### src/rtl/cpu_arb_pkg.sv
// cpu_arb_pkg: shared FSM states and constants for the CPU memory-port arbiter.
package cpu_arb_pkg;
    typedef enum logic [1:0] {ARB_IDLE, ARB_BUSY, ARB_DONE} arb_state_t;
    localparam int PORT_IFETCH = 0;
    localparam int PORT_DATA   = 1;
    localparam int ARB_DW      = 16;
endpackage

### src/rtl/mux2.sv
// mux2: the existing W-bit 2:1 mux feeding the memory-port capture registers.
module mux2 #(
    parameter int W = 16
) (
    input  logic         sel,
    input  logic [W-1:0] a,
    input  logic [W-1:0] b,
    output logic [W-1:0] y
);
    assign y = sel ? b : a;
endmodule

### src/rtl/rr_pick2.sv
// rr_pick2: two-way round-robin pick; the port that did not win last goes first on contention.
module rr_pick2
    import cpu_arb_pkg::*;
(
    input  logic [1:0] req,
    input  logic       last,
    output logic       winner,
    output logic       any
);
    assign any    = |req;
    assign winner = (req == 2'b11) ? ~last : req[PORT_DATA];
endmodule

### src/rtl/mem_port_arbiter.sv
// mem_port_arbiter: round-robin IDLE/BUSY/DONE sequencer sharing one memory port between ifetch and data.
// Define ARB_TIMEOUT_EN to abort a BUSY transaction after TIMEOUT_CYCLES cycles without mem_ready.
module mem_port_arbiter
    import cpu_arb_pkg::*;
#(
    parameter int DW = ARB_DW
`ifdef ARB_TIMEOUT_EN
    , parameter int TIMEOUT_CYCLES = 16
`endif
) (
    input  logic          clk,
    input  logic          rst_n,
    input  logic [1:0]    req,
    input  logic [DW-1:0] addr0,
    input  logic [DW-1:0] addr1,
    input  logic [DW-1:0] wdata0,
    input  logic [DW-1:0] wdata1,
    input  logic [1:0]    we,
    output logic [1:0]    gnt,
    output logic [1:0]    done,
    output logic [DW-1:0] rdata,
    output logic          err,
    output logic          mem_sel,
    output logic          mem_valid,
    output logic [DW-1:0] mem_addr,
    output logic [DW-1:0] mem_wdata,
    output logic          mem_we,
    input  logic          mem_ready,
    input  logic [DW-1:0] mem_rdata
);
    arb_state_t    state;
    logic          last, winner, any;
    logic [DW-1:0] addr_mux, wdata_mux;

    rr_pick2 u_pick (.req(req), .last(last), .winner(winner), .any(any));
    mux2 #(.W(DW)) u_addr_mux  (.sel(winner), .a(addr0),  .b(addr1),  .y(addr_mux));
    mux2 #(.W(DW)) u_wdata_mux (.sel(winner), .a(wdata0), .b(wdata1), .y(wdata_mux));

`ifdef ARB_TIMEOUT_EN
    localparam int TW = $clog2(TIMEOUT_CYCLES) + 1;
    localparam logic [TW-1:0] TLAST = TW'(TIMEOUT_CYCLES - 1);
    logic [TW-1:0] tcnt;
`else
    assign err = 1'b0;
`endif

    always_ff @(posedge clk or negedge rst_n) begin
        if (!rst_n) begin
            state     <= ARB_IDLE;
            last      <= 1'b1;
            gnt       <= '0;
            done      <= '0;
            rdata     <= '0;
            mem_sel   <= 1'b0;
            mem_valid <= 1'b0;
            mem_addr  <= '0;
            mem_wdata <= '0;
            mem_we    <= 1'b0;
`ifdef ARB_TIMEOUT_EN
            err       <= 1'b0;
            tcnt      <= '0;
`endif
        end else begin
            case (state)
                ARB_IDLE: if (any) begin
                    state     <= ARB_BUSY;
                    mem_addr  <= addr_mux;
                    mem_wdata <= wdata_mux;
                    mem_we    <= we[winner];
                    mem_sel   <= winner;
                    gnt       <= winner ? 2'b10 : 2'b01;
                    mem_valid <= 1'b1;
`ifdef ARB_TIMEOUT_EN
                    tcnt      <= '0;
`endif
                end
                ARB_BUSY: if (mem_ready) begin
                    state     <= ARB_DONE;
                    rdata     <= mem_rdata;
                    done      <= gnt;
                    mem_valid <= 1'b0;
                    last      <= mem_sel;
                end
`ifdef ARB_TIMEOUT_EN
                else if (tcnt == TLAST) begin
                    // Abort: complete toward the requester with err and zero data.
                    state     <= ARB_DONE;
                    rdata     <= '0;
                    done      <= gnt;
                    err       <= 1'b1;
                    mem_valid <= 1'b0;
                    last      <= mem_sel;
                end else begin
                    tcnt <= tcnt + 1'b1;
                end
`endif
                ARB_DONE: begin
                    state <= ARB_IDLE;
                    done  <= '0;
                    gnt   <= '0;
`ifdef ARB_TIMEOUT_EN
                    err   <= 1'b0;
`endif
                end
                default: state <= ARB_IDLE;
            endcase
        end
    end
endmodule

### config.mk
export PLATFORM = sky130hd
export DESIGN_NAME = mem_port_arbiter
export DESIGN_NICKNAME = d
export VERILOG_FILES = /design/src/rtl/cpu_arb_pkg.sv /design/src/rtl/mux2.sv /design/src/rtl/rr_pick2.sv /design/src/rtl/mem_port_arbiter.sv
export SDC_FILE = /design/constraint.sdc
export NUM_CORES = 1
export LEC_CHECK = 0
export CAP_MARGIN = 20
export CORE_MARGIN = 2
export CORE_UTILIZATION = 30
export DETAILED_ROUTE_END_ITERATION = 12
export SLEW_MARGIN = 15
export SYNTH_ARGS = -nofsm -noshare
export SYNTH_HDL_FRONTEND = slang
export SYNTH_SLANG_ARGS = --single-unit
### constraint.sdc
create_clock -name clk -period 2.4 [get_ports clk]
set_input_delay 0.24 -clock clk [delete_from_list [all_inputs] [get_ports clk]]
set_output_delay 0.24 -clock clk [all_outputs]
set_load 0.02 [all_outputs]
# ---- Yosys cells after proc, flatten, opt, wreduce, memory -nomap -nowiden
# Index checks and enable logic that the tools add are counted.
dict set report word_totals {
  reg_bits 58
  latchBits 0
  ram_bits 0
  rom_bits 0
  inputBits 87
  output_inout_bits 56
  wordCells 44
  mem_count 0
}
dict set report op_classes {
  addsub 0
  multipliers 0
  div 0
  n_lt_le_gt_ge 1
  eq_ne 5
  n_shift 0
  n_mux 16
  bitwise 1
  n_reduce_logical 11
}
# operator n
set op_table {}
lappend op_table {{$mux W16} 2}
lappend op_table {{$pmux W2 S2} 3}
lappend op_table {{$mux W2} 5}
lappend op_table {{$reduce_and A2 Y1} 5}
lappend op_table {{$reduce_bool A2 Y1} 3}
lappend op_table {{$mux W1} 5}
lappend op_table {{$eq A2 B2 Y1 const B} 2}
lappend op_table {{$ne A2 B2 Y1 const B} 2}
lappend op_table {{$reduce_and A3 Y1} 1}
lappend op_table {{$eq A2 B1 Y1 const B} 1}
lappend op_table {{$logic_not A2 Y1} 1}
lappend op_table {{$lt A1 B2 Y1 const B} 1}
lappend op_table {{$pmux W1 S2} 1}
lappend op_table {{$reduce_or A2 Y1} 1}
lappend op_table {{$not A1 Y1} 1}

# ---- Logic depth before layout (Yosys ltp)
dict set report logic_depth {
  ltp_word 5
  depth_mapped 6
  depth_no_buf 3
}

# ---- Modules after synthesis
# From an unflattened synthesis, not the netlist that was laid out.
dict set report hier_totals {
  cells_unflattened 175
  hier_area_um2 2979.1
}
# module n_inst cells_per_inst area_per_inst_um2 seq_area_each_um2
set modules_own_cells {}
lappend modules_own_cells {mem_port_arbiter 1 137 2467.4 1452.6}
lappend modules_own_cells {mux2 2 18 249.0 0.0}
lappend modules_own_cells {rr_pick2 1 2 13.8 0.0}

# ---- Worst setup path before layout
# OpenSTA, ideal clock, no wires.
dict set report synth_path {
  path_kind {register to register}
  startpoint {register state[0]}
  endpoint {register mem_addr[9]}
  setup_time_ns 0.129
  arrival_time_ns 1.285
  required_time_ns 2.271
  path_slack_ns 0.987
  path_stages_with_launch 7
  n_path_buf 3
  synth_period_minus_slack_ns 1.413
  path_cell_list {dfrtp_1 > buf_6 > or2_1 > buf_6 > clkbuf_8 > a211oi_1 > a2bb2oi_2}
}
dict set report synth_between {
  elab_chain_len 2
}
# item line
set synth_lines {}
lappend synth_lines {{from (decl)} mem_port_arbiter.sv:31} ;# arb_state_t state;
lappend synth_lines {{from (signal assigned)} mem_port_arbiter.sv:49} ;# state <= ARB_IDLE;
lappend synth_lines {{from (signal assigned)} mem_port_arbiter.sv:66} ;# state <= ARB_BUSY;
lappend synth_lines {{from (signal assigned)} mem_port_arbiter.sv:78} ;# state <= ARB_DONE;
lappend synth_lines {{$logic_not A2 Y1} mem_port_arbiter.sv:64} ;# case (state)
lappend synth_lines {{$reduce_and A2 Y1 (no line)} --}
lappend synth_lines {{to (signal assigned)} mem_port_arbiter.sv:67} ;# mem_addr <= addr_mux;
lappend synth_lines {{to (decl)} mem_port_arbiter.sv:25} ;# output logic [DW-1:0] mem_addr,
# No other way between the ends.
# A chain may end at the register's enable or synchronous reset.

# ---- Worst setup path in the final report
dict set report layout_path {
  startpoint {register state[1]}
  endpoint {register mem_addr[6]}
}
# The elaborated chain is that of the path after synthesis.

==> flow_summary_export.csv <==
group,metric,value,unit
timing,maxSlewViolCount,0,
die,die_h,102,um
synth,async_flop_share,1.00,
layout,final_cells,498,
place,dp_cells,482,
worst_hold_path,hold_path.class,"in2async",
timing,skew,12.9,ps
place,dpl_cell_area,4340,um2
synth,synth_seq_cells,58,
drt,drt_iter0_drc,85,
die,start_util,0.310,
power_and_ir_drop,p_per_area,1340,nW/um2
layout,drive_gt1_frac,0.209,
die,io_pins,143,
drt,wl_per_cell,16.1,um
timing,hold_slack,0.195,ps
worst_setup_path,crit_chain,"or2_1, nor2_8, a2bb2oi_1",
timing,setup_viol,0,
global_route,grt_usage,0.151,
place,place.gp.congestion,0.737,
global_route,grt_pass1_vias,2475,
cts,cts.clk_slew.worst_paths,70,ps
worst_setup_path,cp.required,2660,ps
drt,drc,0,
synth,synth_area,2880,um2
drt,firstDrtPassIters,4,
die,die_w,102,um
power_and_ir_drop,cellLeakagePower,1.79,nW
layout,area_growth_syn_to_layout,58.3,%
timing,setup-tns-final,0,ps
synth,synth_top_flop_cell,"dfrtp_1",
synth,synth_top_cells_by_count,"dfrtp_1, nand2_1, a211oi_1",
global_route,grt_pass1_wl,12.2,mm
timing,fin_crit,1750,ps
die,num_rows,35,
cts,postCtsSetupBuffers,0,
timing,tightest_slew,879,ps
synth,syn_avg_cell_area,12.8,um2
layout,num-fill-cells,878,
power_and_ir_drop,ir_worst_vdd,0.000595,V
synth,synth_edf_count,0,
synth,syn-num-nets,313,
flow_run,maxCapViolCount,0,
worst_setup_path,startpoint_type,"register",
cts,cts_hold_buf,0,
synth,synth.distinct_cells,30,
layout,regArea,1450,um2
layout,diodes,0,
synth,yosys_warnings,0,
cts,htreeDepth,3,
worst_setup_path,endpoint_kind,"register",
power_and_ir_drop,finalPower,6.11,mW
cts,numCtsBuffers,9,
global_route,antenna_found_initial,0,
cts,post_cts_resized,0,
synth,synthCells,226,
timing,timing.slew.headroom,0.414,
cts,clock_sinks,58,
synth,ys_seq_area_frac,0.504,
worst_setup_path,crit_type,"reg2reg",
cts,cts_root_buffer,"clkbuf_8",
die,placeableCoreArea,9280,um2
drt,drt_wl_total,8.04,mm
synth,synth.most_common_cell,"dfrtp_1",
synth,ys_top_cells_by_area,"dfrtp_1, a2bb2oi_2, a211oi_1, mux2_2, nand2_1",
timing,hold_viol_final,0,
worst_setup_path,cp_slowest_stage_delay,630,ps
timing,period_share,0.730,
synth,synth_top_cell_by_area,"dfrtp_1",
cts,cts_max_path_buffers,2,
layout,multiInputGateArea,1240,um2
drt,drtAntennaViolNets,0,
worst_setup_path,critPathSlowestCell,"nor2_8",
synth,synth_top_area_frac,0.495,
status,outcome,"finished clean",
worst_setup_path,worst-path-max-fanout,34,
cts,clock_latency,340,ps
timing,fmax,0.571,GHz
die,dieArea,10400,um2
place,portBuffers,141,
drt,num_vias,2353,
global_route,grt-ovfl-total,0,
drt,vias_per_cell,4.72,
global_route,grt_max_degree,37,
timing,rsz0062_at_grt,"no",
layout,fin_area,4560,um2
worst_setup_path,cp.arrival,2010,ps
layout,nNetsFinal,451,
cts,cts_tree,"yes",
place,dp_hpwl,5.44,mm
registers in the layout (all words and copies together) (netlist names):
name,flops
mem_we,1
state,2
mem_sel,1
last,1
mem_wdata,16
mem_addr,16
rdata,16
gnt,2
mem_valid,1
done,2
per-stage QoR:
step | util | worst slack (ps)
after floorplan | - | 987
after global placement | 0.467 | 586
after detailed placement | 0.467 | 535
after CTS | 0.491 | 647
after global routing | 0.491 | 587
final | 0.491 | 649
path summary, 6_finish.rpt:
kind	cells after the start	slack (ps)	startpoint	endpoint
worst max-delay path	3	650	state[1]$_DFFE_PN0P_	mem_addr[6]$_DFFE_PN0P_
worst min-delay path	1	0.2	rst_n	mem_addr[0]$_DFFE_PN0P_
worst max register to register	3	650	state[1]$_DFFE_PN0P_	mem_addr[6]$_DFFE_PN0P_
worst min register to register	2	490	mem_valid$_DFFE_PN0P_	mem_valid$_DFFE_PN0P_
max in group asynchronous	2	1670	rst_n	state[0]$_DFFE_PN0P_
min in group clk	3	450	addr0[8]	mem_addr[8]$_DFFE_PN0P_
critical path: cells and delay by family, from the launching register on:
family          cells  cell delay (ps)
flops               1              480
compound gates      1              210
simple gates        2              970
layout make-up:
cell class | count | area share
Clock inverter | 7 | 0.0222
Multi-Input combinational cell | 145 | 0.272
Inverter | 1 | 0.000823
Sequential cell | 58 | 0.319
Tap cell | 129 | 0.0354
Clock buffer | 9 | 0.0272
Timing Repair Buffer | 149 | 0.324
routing by layer:
layer  wire length [um]  share of wire  GRT usage
met1               3480           0.43      0.184
met2               3640           0.45      0.240
met3                742          0.092     0.0581
met4                179          0.022     0.0615
met5                  0              0          0
where the power goes:
group | switching [mW] | internal, mW | total (mW)
registers | 0.346 | 1.48 | 1.82
clock network | 0.440 | 0.593 | 1.03
logic | 1.49 | 1.77 | 3.26
total | 2.28 | 3.84 | 6.11
kinds of logic (layout without fill, tap and decap cells):
kind of cell | after synthesis | count (layout) | synth area share
buf+inv | 23 | 166 | 0.0703
flops | 58 | 58 | 0.504
mux | 17 | 17 | 0.0664
simple gates | 48 | 48 | 0.0747
compound gates | 79 | 79 | 0.283
other cells | 1 | 1 | 0.00130
cells in the final DEF (no fill, tap or decap), types with 3 or more instances in the layout:
cell / netlist / final
nand2_1: 39 / 39
buf_4: 2 / 7
clkdlybuf4s50_1: 0 / 140
mux2_2: 17 / 17
o21ai_0: 5 / 5
clkbuf_8: 3 / 9
a2bb2oi_1: 3 / 3
a22o_1: 3 / 3
a2bb2oi_2: 30 / 30
dfrtp_1: 57 / 57
a211oi_1: 33 / 33
(Power assumes the default switching activity.)
